<file path="src/rtl/aidc_lite_comp_rdma.sv">
// Read-DMA front end for the compressor: fetches a buffer with AHB INCR4 bursts
// and streams the words, in address order, through a small read-data FIFO.
module aidc_lite_comp_rdma #(
    parameter int unsigned FIFO_DEPTH = 8
) (
    input  logic        clk,
    input  logic        rst,
    input  logic [31:0] cfg_src_addr,
    input  logic [31:0] cfg_len,
    input  logic        cfg_start,
    output logic        busy,
    output logic        done,
    output logic        err,
    output logic [31:0] haddr,
    output logic [1:0]  htrans,
    output logic        hwrite,
    output logic [2:0]  hsize,
    output logic [2:0]  hburst,
    input  logic        hready,
    input  logic [1:0]  hresp,
    input  logic [31:0] hrdata,
    output logic        m_valid,
    output logic [31:0] m_data,
    output logic        m_last,
    input  logic        m_ready
);

    localparam int unsigned PW = $clog2(FIFO_DEPTH);
    localparam int unsigned CW = PW + 1;

    localparam logic [1:0] HT_IDLE   = 2'b00;
    localparam logic [1:0] HT_NONSEQ = 2'b10;
    localparam logic [1:0] HT_SEQ    = 2'b11;
    localparam logic [1:0] RESP_OKAY = 2'b00;
    localparam logic [1:0] RESP_ERR  = 2'b01;

    typedef enum logic [1:0] {S_IDLE, S_RUN, S_DRAIN, S_ERR} state_t;

    state_t        state;
    logic [29:0]   addr_left;
    logic [29:0]   out_left;
    logic [1:0]    beat;
    logic          data_pend;
    logic [CW-1:0] fifo_cnt;
    logic [CW-1:0] rsv_cnt;
    logic [PW-1:0] wr_ptr;
    logic [PW-1:0] rd_ptr;
    logic [31:0]   mem [FIFO_DEPTH];

    logic          active;
    logic          push;
    logic          pop;
    logic          bus_err;
    logic          addr_acc;
    logic [CW:0]   committed;
    logic          credit_ok;
    logic          start_burst;

    assign hwrite = 1'b0;
    assign hsize  = 3'b010;
    assign hburst = 3'b011;

    assign m_valid = (fifo_cnt != '0);
    assign m_data  = m_valid ? mem[rd_ptr] : '0;
    assign m_last  = m_valid && (out_left == 30'd1);

    // A burst reserves four FIFO slots up front; rsv_cnt tracks slots reserved
    // for words still on the bus, so a push can never land on a full FIFO.
    always_comb begin
        active      = (state == S_RUN) || (state == S_DRAIN);
        push        = active && data_pend && hready && (hresp == RESP_OKAY);
        pop         = m_valid && m_ready;
        bus_err     = active && data_pend && (hresp == RESP_ERR);
        addr_acc    = htrans[1] && hready;
        committed   = {1'b0, fifo_cnt} + {1'b0, rsv_cnt} + (CW + 1)'(4);
        credit_ok   = (committed <= (CW + 1)'(FIFO_DEPTH));
        start_burst = (state == S_RUN) && !bus_err && credit_ok &&
                      ((htrans == HT_IDLE) ||
                       (addr_acc && (beat == 2'd3) && (addr_left != 30'd1)));
    end

    always_ff @(posedge clk) begin
        if (push) mem[wr_ptr] <= hrdata;
    end

    always_ff @(posedge clk or posedge rst) begin
        if (rst) begin
            state     <= S_IDLE;
            busy      <= 1'b0;
            done      <= 1'b0;
            err       <= 1'b0;
            htrans    <= HT_IDLE;
            haddr     <= '0;
            addr_left <= '0;
            out_left  <= '0;
            beat      <= '0;
            data_pend <= 1'b0;
            fifo_cnt  <= '0;
            rsv_cnt   <= '0;
            wr_ptr    <= '0;
            rd_ptr    <= '0;
        end else begin
            done <= 1'b0;
            if (hready) data_pend <= htrans[1];
            if (push) wr_ptr <= wr_ptr + PW'(1);
            if (pop) begin
                rd_ptr   <= rd_ptr + PW'(1);
                out_left <= out_left - 30'd1;
            end
            fifo_cnt <= fifo_cnt + CW'(push) - CW'(pop);
            rsv_cnt  <= rsv_cnt + (start_burst ? CW'(4) : '0) - CW'(push);

            if (bus_err) begin
                state    <= S_ERR;
                htrans   <= HT_IDLE;
                err      <= 1'b1;
                busy     <= 1'b0;
                fifo_cnt <= '0;
                rsv_cnt  <= '0;
                wr_ptr   <= '0;
                rd_ptr   <= '0;
            end else begin
                case (state)
                    S_IDLE: begin
                        if (cfg_start) begin
                            if ((cfg_src_addr[3:0] != 4'd0) || (cfg_len[3:0] != 4'd0)) begin
                                err <= 1'b1;
                            end else if (cfg_len == 32'd0) begin
                                err  <= 1'b0;
                                done <= 1'b1;
                            end else begin
                                err       <= 1'b0;
                                busy      <= 1'b1;
                                haddr     <= cfg_src_addr;
                                addr_left <= cfg_len[31:2];
                                out_left  <= cfg_len[31:2];
                                beat      <= '0;
                                state     <= S_RUN;
                            end
                        end
                    end
                    S_RUN: begin
                        if (start_burst) begin
                            htrans <= HT_NONSEQ;
                            beat   <= '0;
                        end
                        if (addr_acc) begin
                            haddr     <= haddr + 32'd4;
                            addr_left <= addr_left - 30'd1;
                            if (beat == 2'd3) begin
                                if (addr_left == 30'd1) begin
                                    htrans <= HT_IDLE;
                                    state  <= S_DRAIN;
                                end else if (!start_burst) begin
                                    htrans <= HT_IDLE;
                                end
                            end else begin
                                htrans <= HT_SEQ;
                                beat   <= beat + 2'd1;
                            end
                        end
                    end
                    S_DRAIN: begin
                        if (pop && m_last) begin
                            done  <= 1'b1;
                            busy  <= 1'b0;
                            state <= S_IDLE;
                        end
                    end
                    default: begin
                        state <= S_IDLE;
                    end
                endcase
            end
        end
    end

endmodule

</file>
<file path="config.mk">
export PLATFORM = sky130hd
export DESIGN_NAME = aidc_lite_comp_rdma
export DESIGN_NICKNAME = d
export VERILOG_FILES = /design/src/rtl/aidc_lite_comp_rdma.sv
export SDC_FILE = /design/constraint.sdc
export NUM_CORES = 1
export LEC_CHECK = 0
export ABC_CLOCK_PERIOD_IN_PS = 13900
export CAP_MARGIN = 20
export CORE_MARGIN = 2
export CORE_UTILIZATION = 60
export DETAILED_ROUTE_END_ITERATION = 16
export PLACE_DENSITY = 0.94
export SLEW_MARGIN = 20
export SYNTH_ARGS = -nofsm -noshare
export SYNTH_HDL_FRONTEND = slang
export SYNTH_SLANG_ARGS = --single-unit
</file>
<file path="constraint.sdc">
create_clock -name clk -period 13.9 [get_ports clk]
set_input_delay 2.78 -clock clk [delete_from_list [all_inputs] [get_ports clk]]
set_output_delay 2.78 -clock clk [all_outputs]
set_load 0.03 [all_outputs]
</file>
======== Word-level counts from Yosys, hierarchy flattened ========
Memories as Yosys holds them, arrays and structs flattened.
Cells that the tools add are included.
word-level totals
  register bits after elaboration ......... 116
  RAM bits ................................ 256
  bits of input ports ..................... 103
  output and inout port bits .............. 78
  word-level logic and storage cells ...... 148
  memories kept ........................... 1
memories
  memory  words  bits a word  read ports  clocked after Yosys merged registers in  write ports  line  RTL
  mem     8      32           1           0                                        1            48    logic [31:0] mem [FIFO_DEPTH];
operators by class
  $add $sub $neg .......................... 12
  $lt $le $gt $ge ......................... 1
  equality and inequality tests ........... 18
  muxes and demuxes ....................... 65
  bitwise logic cells ..................... 1
  reduce and logical (&&, ||, !) cells .... 36
operators with widths
  kind                   count
  $mux 30                10
  $mux 32                5
  $pmux 32 s2            1
  $eq 30x1->1 const B    2
  $pmux 30 s2            1
  $sub 30x1->30 const B  2
  $mux 2                 21
  $add 32x3->32 const B  1
  $logic_not 32->1       1
  $ne 30x1->1 const B    1
  $mux 1                 16
  $mux 3                 5
  $logic_and 1x1->1      13
  $ne 3x3->1 const B     4
  $reduce_bool 2->1      6
  $reduce_bool 4->1      3
  $reduce_and 5->1       2
  $ne 3x2->1 const B     3
  $mux 4                 2
  $ne 2x2->1 const B     4
  $sub 4x1->4            2
  $reduce_and 7->1       1
  $add 3x1->3 const B    2
  $logic_not 2->1        3
  17 further kinds       22

======== Longest topological paths before layout ========
Gate-level depths: netlist of run 1.
  depth in word-level cells ............... 15
  mapped depth ............................ 13
  mapped depth without buffers ............ 13

======== Least setup slack after synthesis of run 1 ========
Ideal clock, no wire load.
  kind .................................... input to register
  start point ............................. input port hresp[1]
  end point ............................... memory mem[0][0], enable pin
  setup time .............................. 502 ps
  arrival time ............................ 6212 ps
  required time ........................... 13398 ps
  slack ................................... 7186 ps
  stages on the path ...................... 3
  path buffers ............................ 0
  path through ............................ nor2_1 > nand4_1 > nor4_1
on the way
  word-level cells in the longest chain between the ends .. 4
RTL lines
  what                          line  RTL
  start, declared               20    input logic [1:0] hresp,
  $logic_not 2->1               71    push = active && data_pend && hready && (hresp == RESP_OKAY);
  $logic_and 1x1->1             71
  $mux 1                        83    if (push) mem[wr_ptr] <= hrdata;
  $mux 1 (not written as such)  83
  end, declared                 48
No other way between the ends.

======== Final worst setup path of run 1 ========
  start point ............................. register rd_ptr[0]
  end point ............................... output port m_data[21]
on the way
  word-level cells in the longest chain between the ends .. 2
RTL lines
  what                    line  RTL
  start, declared         47    logic [PW-1:0] rd_ptr;
  start signal, assigned  107   rd_ptr <= rd_ptr + PW'(1);
  $mem_v2 8x32            -
  $mux 32                 64    assign m_data = m_valid ? mem[rd_ptr] : '0;
  end, declared           23    output logic [31:0] m_data,
No other way between the ends.

==> impl_metrics.yaml, run 1 <==
outcome:
  status: "complete, no violations"
synth:
  muxShareOfSynthArea_pct: 10.64
  synth_cells: 1261
  synth-adder-area-share_pct: 2.350
  synth_edf_count: 256
  ys_ff_latch: 372
  synthFlopType: "edfxtp_1"
  synthSimpleGateAreaFrac_pct: 12.13
  synth_cell_types: 70
  synth_top_family_by_area: "simple AND/OR/NAND/NOR gates"
  yosysWarningCount: 0
  ys_async_sr_fraction_pct: 31.18
  syn_area_um2: 16930
  synth-xor-area-share_pct: 1.965
  syn_avg_cell_area_um2: 13.43
  ys_seq_area_share_pct: 62.54
  synth-compound-area-share_pct: 7.832
floorplanning:
  dieWidth_um: 172.0
  die_h_um: 172.0
  io_pins: 181
  start_util_pct: 60.95
  coreArea_um2: 27780
  fp-row-count: 61
  fp.dieArea_um2: 29580
drt:
  drt_wl_total_um: 46940
  ant_nets: 0
  drt-initial-drc-count: 2021
  drc_errors: 0
  drt_pass1_iterations: 8
  vias_per_cell: 6.753
  wire_per_inst_um: 25.57
  vias: 12400
final_layout:
  drive_gt1_share_pct: 11.87
  nets: 1560
  fin_area_um2: 20470
  antenna_cells: 0
  syn2layout_area_growth_pct: 20.87
power_and_ir_drop:
  combPwrFrac_pct: 38.9
  irDropWorstVdd_uv: 216.9
  switching_share_pct: 38.23
  p_int_mw: 2.675
  p_sw_mw: 1.655
  p_clk_share_pct: 25.5
  power.leakage_nw: 7.194
  power.density_nw_per_um2: 211.5
  p_seq_share_pct: 35.6
global_routing:
  grt_max_degree: 93
  antenna_found_initial: 0
  grt_pass1_wl_um: 71150
  grt_pass1_vias: 12590
  grt_overflow: 0
  grt_use_total_pct: 32.04
critical_path:
  critPathKind: "reg2out"
  crit_path_end_kind: "primary output"
  required_ns: 11.12
  worstPathMaxFanout: 46
  crit_arrival_ns: 3.71
  crit_path_start_kind: "flip-flop"
timing:
  post-route-period-util_pct: 46.72
  fin_tns_setup_ns: 0
  fin_crit_ns: 6.493
  fin_worst_skew_ns: 0.03663
  setup_viol: 0
  rsz0062_at_grt: "no"
  tightest_slew_ns: 1.115
  fmax_mhz: 154.0
  maxSlewViolCount: 0
  hold_violations: 0
  relSlewSlack_pct: 25.00
place:
  place_congestion: 0.9220
  dpl_cell_area_um2: 19080
  port-buffer-count: 173
  dp_hpwl_um: 28170
clock_tree:
  cts_max_level: 2
  tritoncts: "done"
  ctsHoldBuffers: 0
  clock_latency_ns: 0.57
  cts_sinks: 372
  clk_path_buf_depth: 3
  post_cts_buffers: 0
  cts_root_buf: "clkbuf_16"
  cts_resized: 0
  clk_pin_slew_worst_paths_ns: 0.06
  cts_buffers: 39
job:
  max_cap_viol_count: 0
hold_path:
  hold_path.class: "reg2reg"
worst max-delay path, stage by stage (launching register included):
cell and delay, ns:
dfrtp_4 0.69, buf_4 0.80, mux4_2 0.65, mux2i_1 0.19
nor2_1 0.11, clkdlybuf4s50_1 0.63
path summary, 6_finish.rpt:
kind / slack [ns] / to / startpoint / cells after the start
min in group asynchronous: 2.68 / rd_ptr[0] / rst / 2
worst min-delay path: 0.48 / haddr[0] / haddr[0] / 1
max in group asynchronous: 9.88 / out_left[10] / rst / 3
worst min register to register: 0.48 / haddr[0] / haddr[0] / 1
worst max-delay path: 7.41 / m_data[21] / rd_ptr[0] / 5
worst max register to register: 10.17 / addr_left[8] / state[1] / 10
power groups by stage:
| stage | clock, mW | combinational, mW | sequential (mW) |
|---|---|---|---|
| global route | 1.15 | 1.79 | 1.56 |
| global placement | 0 | 1.55 | 1.53 |
| finish | 1.11 | 1.68 | 1.54 |
| detailed placement | 0 | 1.62 | 1.55 |
| CTS | 1.11 | 1.67 | 1.53 |
| floorplan | 0 | 1.05 | 1.55 |
metal layers:
layer	vias to the layer above	share of wire (%)	GRT usage, %
li1	5191	-	-
met1	6081	35	40.30
met2	928	50	54.15
met3	198	11	6.569
met4	0	4.6	14.43
met5	-	0	0
synth_stat cells, types with 7 or more instances:
master	number	area (µm²)
a21oi_1	66	330.3
a32oi_1	9	78.83
and2_1	13	81.33
and3_1	8	50.05
and4_1	7	61.31
buf_1	13	48.80
buf_4	8	60.06
clkbuf_1	45	168.9
dfrtp_1	116	2903
edfxtp_1	256	7687
ha_1	27	337.8
inv_1	31	116.4
mux2i_1	36	360.4
mux4_2	64	1441
nand2_1	77	289.0
nand2b_1	9	56.30
nand3_1	36	180.2
nand4_1	16	100.1
nor2_1	125	469.2
nor3_1	42	210.2
nor4_1	30	187.7
o211ai_1	10	75.07
o21ai_0	29	145.1
o22ai_1	26	162.7
or3_1	11	68.82
or4_1	16	120.1
xnor2_1	28	245.2
xor2_1	10	87.58
layout by cell type (no fill, tap or decap), drive strengths merged, types with 7 or more instances in the layout:
cell	instances
mux2i	36
o22ai	26
a21oi	66
nor4	31
xnor2	28
nand4	16
conb	7
nor3	43
and4	7
clkdlybuf4s50	173
ha	27
inv	33
dfrtp	116
or4	16
clkinv	16
o211ai	11
buf	18
edfxtp	256
and3	8
nand3	36
xor2	10
or3	11
nand2b	9
mux4	64
clkbuf	46
nand2	77
and2	14
a32oi	9
o21ai	31
nor2	125
through the flow:
stage | instances | power (mW) | hold WS (ns) | util [%] | setup slack [ns]
finish | 1836 | 4.330 | 0.4844 | 73.68 | 7.407
global placement | 1764 | 3.083 | 0.4667 | 68.67 | 7.994
global route | 1836 | 4.497 | 0.5101 | 73.68 | 7.217
CTS | 1836 | 4.307 | 0.4842 | 73.64 | 7.348
detailed placement | 1764 | 3.170 | 0.4761 | 68.67 | 7.844
floorplan | 1266 | 2.597 | 0.4571 | - | 7.186
state kept, by name, summed over array words and instances (netlist names):
name and flops:
addr_left 30, beat 2, busy 1, data_pend 1
done 1, err 1, fifo_cnt 4, haddr 32
htrans 2, mem 256, out_left 30, rd_ptr 3
rsv_cnt 4, state 2, wr_ptr 3
cells by family (layout without fill, tap and decap cells):
logic type,count (synthesis),count (layout)
simple gates,411,411
flops,372,372
compound gates,205,205
buf+inv,103,295
mux,100,100
xor+xnor,38,38
fa+ha+maj,30,30
other cells,2,7
area by class of cell:
class	instances	area, µm²
sequential	372	10600
tap	378	473.0
fill	1615	7313
multi-input combinational	791	6028
inverter	32	122.6
clock buffer	46	1042
clock inverter	26	339.1
timing repair buffer	191	1867
Note: power is estimated with default switching activity, not from simulation.
==> inputs of run 2 (changes only) <==
ABC_CLOCK_PERIOD_IN_PS = 5700   (was 13900)
CORE_UTILIZATION = 51   (was 60)
PLACE_DENSITY = 0.86   (was 0.94)
clock period = 5.7 ns   (was 13.9 ns; I/O delays follow)
==> run 2 against run 1 <==
  * Non-clock buffer count rose by 5
  * Die area increased by 17%
  * Largest power group unchanged
  * Via count is 3.6% lower
  * Clock power increased by 120%
  * Wire length decreased by 3.7%
  * Final cell count grew 3.6%
  * Worst setup slack worse by 6.4 ns
==> impl_metrics.yaml, run 2 (synthesis gave the netlist of run 1 again) <==
global_routing:
  grt_max_degree: 79
  grt_overflow: 0
  grt_use_total_pct: 26.13
  grt_pass1_vias: 12050
  antenna_found_initial: 0
  grt_pass1_wl_um: 68450
drt:
  vias: 11950
  drt_pass1_iterations: 10
  drc_errors: 0
  wire_per_inst_um: 23.75
  drt-initial-drc-count: 1325
  drt_wl_total_um: 45200
  vias_per_cell: 6.281
  ant_nets: 0
job:
  max_cap_viol_count: 0
final_layout:
  final_common_cell: "edfxtp_1"
  nets: 1565
  syn2layout_area_growth_pct: 20.70
  finalNonFillerCells: 1903
  regMostFlops: "mem"
  reg.largest.list: "mem (256), haddr (32)"
  mostFrequentLayoutCells: "edfxtp_1 (256), clkdlybuf4s50_1 (173), nor2_1 (122)"
  fillers: 2328
  drive_gt1_share_pct: 11.36
  fin_area_um2: 20440
  largest_register_ffs: 256
  antenna_cells: 0
timing:
  tightest_slew_ns: 1.136
  maxSlewViolCount: 0
  hold_violations: 0
  rsz0062_at_grt: "no"
  fin_worst_skew_ns: 0.02553
  fin_crit_ns: 4.663
  relSlewSlack_pct: 23.98
  post-route-period-util_pct: 81.80
  setup_viol: 0
  fin_tns_setup_ns: 0
  fmax_mhz: 214.5
critical_path:
  required_ns: 4.56
  worstPathMaxFanout: 9
  crit_path_end_kind: "primary output"
  crit_path_start_kind: "flip-flop"
  crit_arrival_ns: 3.52
  path_common_cell: "or4_1"
  critPathMaxStageDelay_ns: 0.69
  critPathSlowestCell: "or4_1"
  critPathKind: "reg2out"
  cp_cell_sequence: "or4_1 > or4_1 > nor2_1 > and2_1 > clkdlybuf4s50_1"
floorplanning:
  start_util_pct: 51.91
  dieWidth_um: 186.2
  fp-row-count: 66
  coreArea_um2: 32620
  die_h_um: 186.2
  io_pins: 181
  fp.dieArea_um2: 34680
clock_tree:
  tritoncts: "done"
  clk_path_buf_depth: 3
  cts_resized: 0
  clock_latency_ns: 0.54
  ctsHoldBuffers: 0
  cts_root_buf: "clkbuf_16"
  clk_pin_slew_worst_paths_ns: 0.06
  cts_sinks: 372
  cts_max_level: 2
  cts_buffers: 39
  post_cts_buffers: 0
power_and_ir_drop:
  power.density_nw_per_um2: 501.8
  power.leakage_nw: 7.165
  irDropWorstVdd_uv: 508.9
  p_total_mw: 10.26
outcome:
  status: "complete, no violations"
place:
  port-buffer-count: 173
  dpl.cell_count: 1832
  dp_hpwl_um: 27180
  dpl_cell_area_um2: 19180
  place_congestion: 0.9219
hold_path:
  hold_path.class: "reg2reg"
[run 2: worst paths after layout]
check / to / depth (start not counted) / slack [ns] / start
worst max-delay path: m_last / 5 / 1.04 / out_left[8]
worst min-delay path: haddr[0] / 1 / 0.48 / haddr[0]
worst max register to register: fifo_cnt[2] / 13 / 2.10 / fifo_cnt[2]
worst min register to register: haddr[0] / 1 / 0.48 / haddr[0]
max in group asynchronous: addr_left[13] / 3 / 3.56 / rst
min in group asynchronous: haddr[23] / 2 / 1.12 / rst
[run 2: layer usage]
metal  up-vias  wire (µm)  GRT usage, %
li1       5209          -             -
met2       715      22550         44.94
met1      5938      17040         33.68
met5         -          0             0
met3        90       4459         5.082
met4         0       1145         8.283
[run 2: area by class of cell]
| cell class | instances | area (µm²) | share of cell area, % |
|---|---|---|---|
| Sequential cell | 372 | 10600 | 51.85 |
| Clock buffer | 56 | 1090 | 5.332 |
| Inverter | 32 | 125.1 | 0.6122 |
| Clock inverter | 14 | 157.7 | 0.7713 |
| Timing Repair Buffer | 196 | 1917 | 9.379 |
| Tap cell | 442 | 553.0 | 2.706 |
| Multi-Input combinational cell | 791 | 6000 | 29.35 |
[run 2: report_power, final]
group / internal (mW) / switching [mW]
sequential: 3.23 / 0.575
clock: 1.43 / 1.05
combinational: 1.75 / 2.22
total: 6.41 / 3.85
[run 2: metrics by stage]
stage / setup slack [ns] / util [%] / hold WS (ns)
5_1_grt: 0.9194 / 62.66 / 0.5116
3_3_place_gp: 1.415 / 58.80 / 0.4641
2_1_floorplan: 0.6255 / - / 0.4571
6_report: 1.037 / 62.66 / 0.4821
4_1_cts: 1.064 / 62.63 / 0.4881
3_5_place_dp: 1.257 / 58.80 / 0.4702
[run 2: worst max-delay path, delay by kind of cell, from the launching register on]
| kind | cells | cell delay (ns) |
|---|---|---|
| AND/OR/NAND/NOR | 4 | 1.88 |
| buffers and inverters | 1 | 0.69 |
| flip-flops | 1 | 0.42 |
==> inputs of run 3 (changes only) <==
ABC_CLOCK_PERIOD_IN_PS = 4100   (was 5700)
clock period = 4.1 ns   (was 5.7 ns; I/O delays follow)
==> run 3 against run 2 <==
  * Worst hold slack better by 0.0090 ns
  * Register-to-register slack worse by 1.3 ns
  * Wire length is 1.6% lower
  * Critical endpoint is now m_data[3]
  * Combinational power is 43% higher
  * Design area is 0.72% higher
  * Sequential share of layout area is 0.37 points lower
  * Largest cell class unchanged
  * Clock skew is 0.016 ns lower
  * Clock-buffer cell count is 4 lower
==> impl_metrics.yaml, run 3 (synthesis gave the netlist of run 1 again) <==
global_routing:
  grt_pass1_vias: 11960
  antenna_found_initial: 3
  grt_use_total_pct: 25.93
  grt_pass1_wl_um: 67920
  grt_max_degree: 80
  grt_overflow: 0
floorplanning:
  start_util_pct: 51.91
  fp-row-count: 66
  io_pins: 181
  dieWidth_um: 186.2
  coreArea_um2: 32620
  die_h_um: 186.2
  fp.dieArea_um2: 34680
critical_path:
  crit_path_end_kind: "primary output"
  crit_path_start_kind: "flip-flop"
  cp_cell_sequence: "buf_12 > mux4_2 > mux2i_1 > nor2_1 > clkdlybuf4s50_1"
  crit_arrival_ns: 3.08
  critPathMaxStageDelay_ns: 0.70
  required_ns: 3.28
  critPathKind: "reg2out"
  worstPathMaxFanout: 22
  critPathSlowestCell: "dfrtp_4"
final_layout:
  final_common_cell: "edfxtp_1"
  seqCellArea_um2: 10600
  multi_input_area_um2: 6036
  largest_register_ffs: 256
  drive_gt1_share_pct: 12.01
  syn2layout_area_growth_pct: 21.56
  regMostFlops: "mem"
  mostFrequentLayoutCells: "edfxtp_1 (256), clkdlybuf4s50_1 (172), nor2_1 (121)"
  reg.largest.list: "mem (256), haddr (32)"
  antenna_cells: 0
  nets: 1578
  fin_util_pct: 63.11
  fillers: 2351
timing:
  maxSlewViolCount: 0
  fin_ws_ns: 0.1973
  relSlewSlack_pct: 29.32
  setup_viol: 0
  rsz0062_at_grt: "no"
  fin_tns_setup_ns: 0
  tightest_slew_ns: 1.060
  hold_violations: 0
  fin_crit_ns: 3.903
  fin_worst_skew_ns: 0.009485
  fmax_mhz: 256.2
  post-route-period-util_pct: 95.19
drt:
  drt-initial-drc-count: 1325
  wire_per_inst_um: 23.22
  vias: 11850
  vias_per_cell: 6.184
  ant_nets: 0
  drt_pass1_iterations: 6
  drt_wl_total_um: 44500
  drc_errors: 0
place:
  port-buffer-count: 173
  place_worst_setup_slack_ns: 0.4040
  dp_hpwl_um: 27380
  place_congestion: 0.9282
clock_tree:
  ctsHoldBuffers: 0
  clk_pin_slew_worst_paths_ns: 0.05
  clk_path_buf_depth: 3
  cts_buffers: 39
  cts_root_buf: "clkbuf_16"
  tritoncts: "done"
  cts_max_level: 2
  clock_latency_ns: 0.55
  post_cts_buffers: 0
  cts_sinks: 372
  cts_resized: 2
hold_path:
  hold_path.class: "reg2reg"
job:
  max_cap_viol_count: 0
power_and_ir_drop:
  power.density_nw_per_um2: 686.5
  irDropWorstVdd_uv: 744.4
  power.leakage_nw: 7.229
outcome:
  status: "complete, no violations"
==> run 3: power breakdown <==
group          internal [mW]  switching, mW  total [mW]
combinational           2.48           3.21        5.69
sequential              4.49          0.660        5.15
clock                   1.81           1.47        3.29
==> run 3: area by class of cell <==
type,instances,share of cell area [%]
Sequential cell,372,51.48
Multi-Input combinational cell,791,29.32
Timing Repair Buffer,209,10.27
Clock buffer,52,5.075
Tap cell,442,2.687
Inverter,32,0.5957
Clock inverter,18,0.5774
==> run 3: final timing paths <==
| check | from | to | slack, ns | cells after the start |
|---|---|---|---|---|
| min in group asynchronous | rst | wr_ptr[1] | 0.67 | 2 |
| max in group asynchronous | rst | out_left[7] | 2.61 | 3 |
| hold / removal | haddr[0] | haddr[0] | 0.49 | 1 |
| setup reg to reg | fifo_cnt[1] | rsv_cnt[3] | 0.84 | 11 |
| hold reg to reg | haddr[0] | haddr[0] | 0.49 | 1 |
| setup / recovery | rd_ptr[0] | m_data[3] | 0.20 | 5 |
==> run 3: per-stage QoR <==
| stage | instances | hold WS, ns | instance area (µm²) | total power, mW |
|---|---|---|---|---|
| after floorplan | 1266 | 0.4571 | 16960 | 8.805 |
| after global placement | 1845 | 0.4657 | 19410 | 10.62 |
| after detailed placement | 1845 | 0.4781 | 19410 | 10.82 |
| after CTS | 1915 | 0.4902 | 20570 | 14.19 |
| after global routing | 1916 | 0.5021 | 20580 | 14.85 |
| final | 1916 | 0.4911 | 20580 | 14.13 |
==> run 3: metal layers <==
| metal | share of wire, % | track usage (%) | vias up |
|---|---|---|---|
| met5 | 0.058 | 0 | - |
| met3 | 9.2 | 5.374 | 111 |
| met2 | 50 | 44.46 | 650 |
| met4 | 2.8 | 9.323 | 4 |
| li1 | - | - | 5234 |
| met1 | 38 | 32.85 | 5850 |
==> run 3: critical path, delay by kind of cell (launching register included) <==
| kind | cells | cell delay (ns) |
|---|---|---|
| mux | 2 | 0.80 |
| flops | 1 | 0.70 |
| simple gates | 1 | 0.10 |
| buf+inv | 2 | 0.92 |
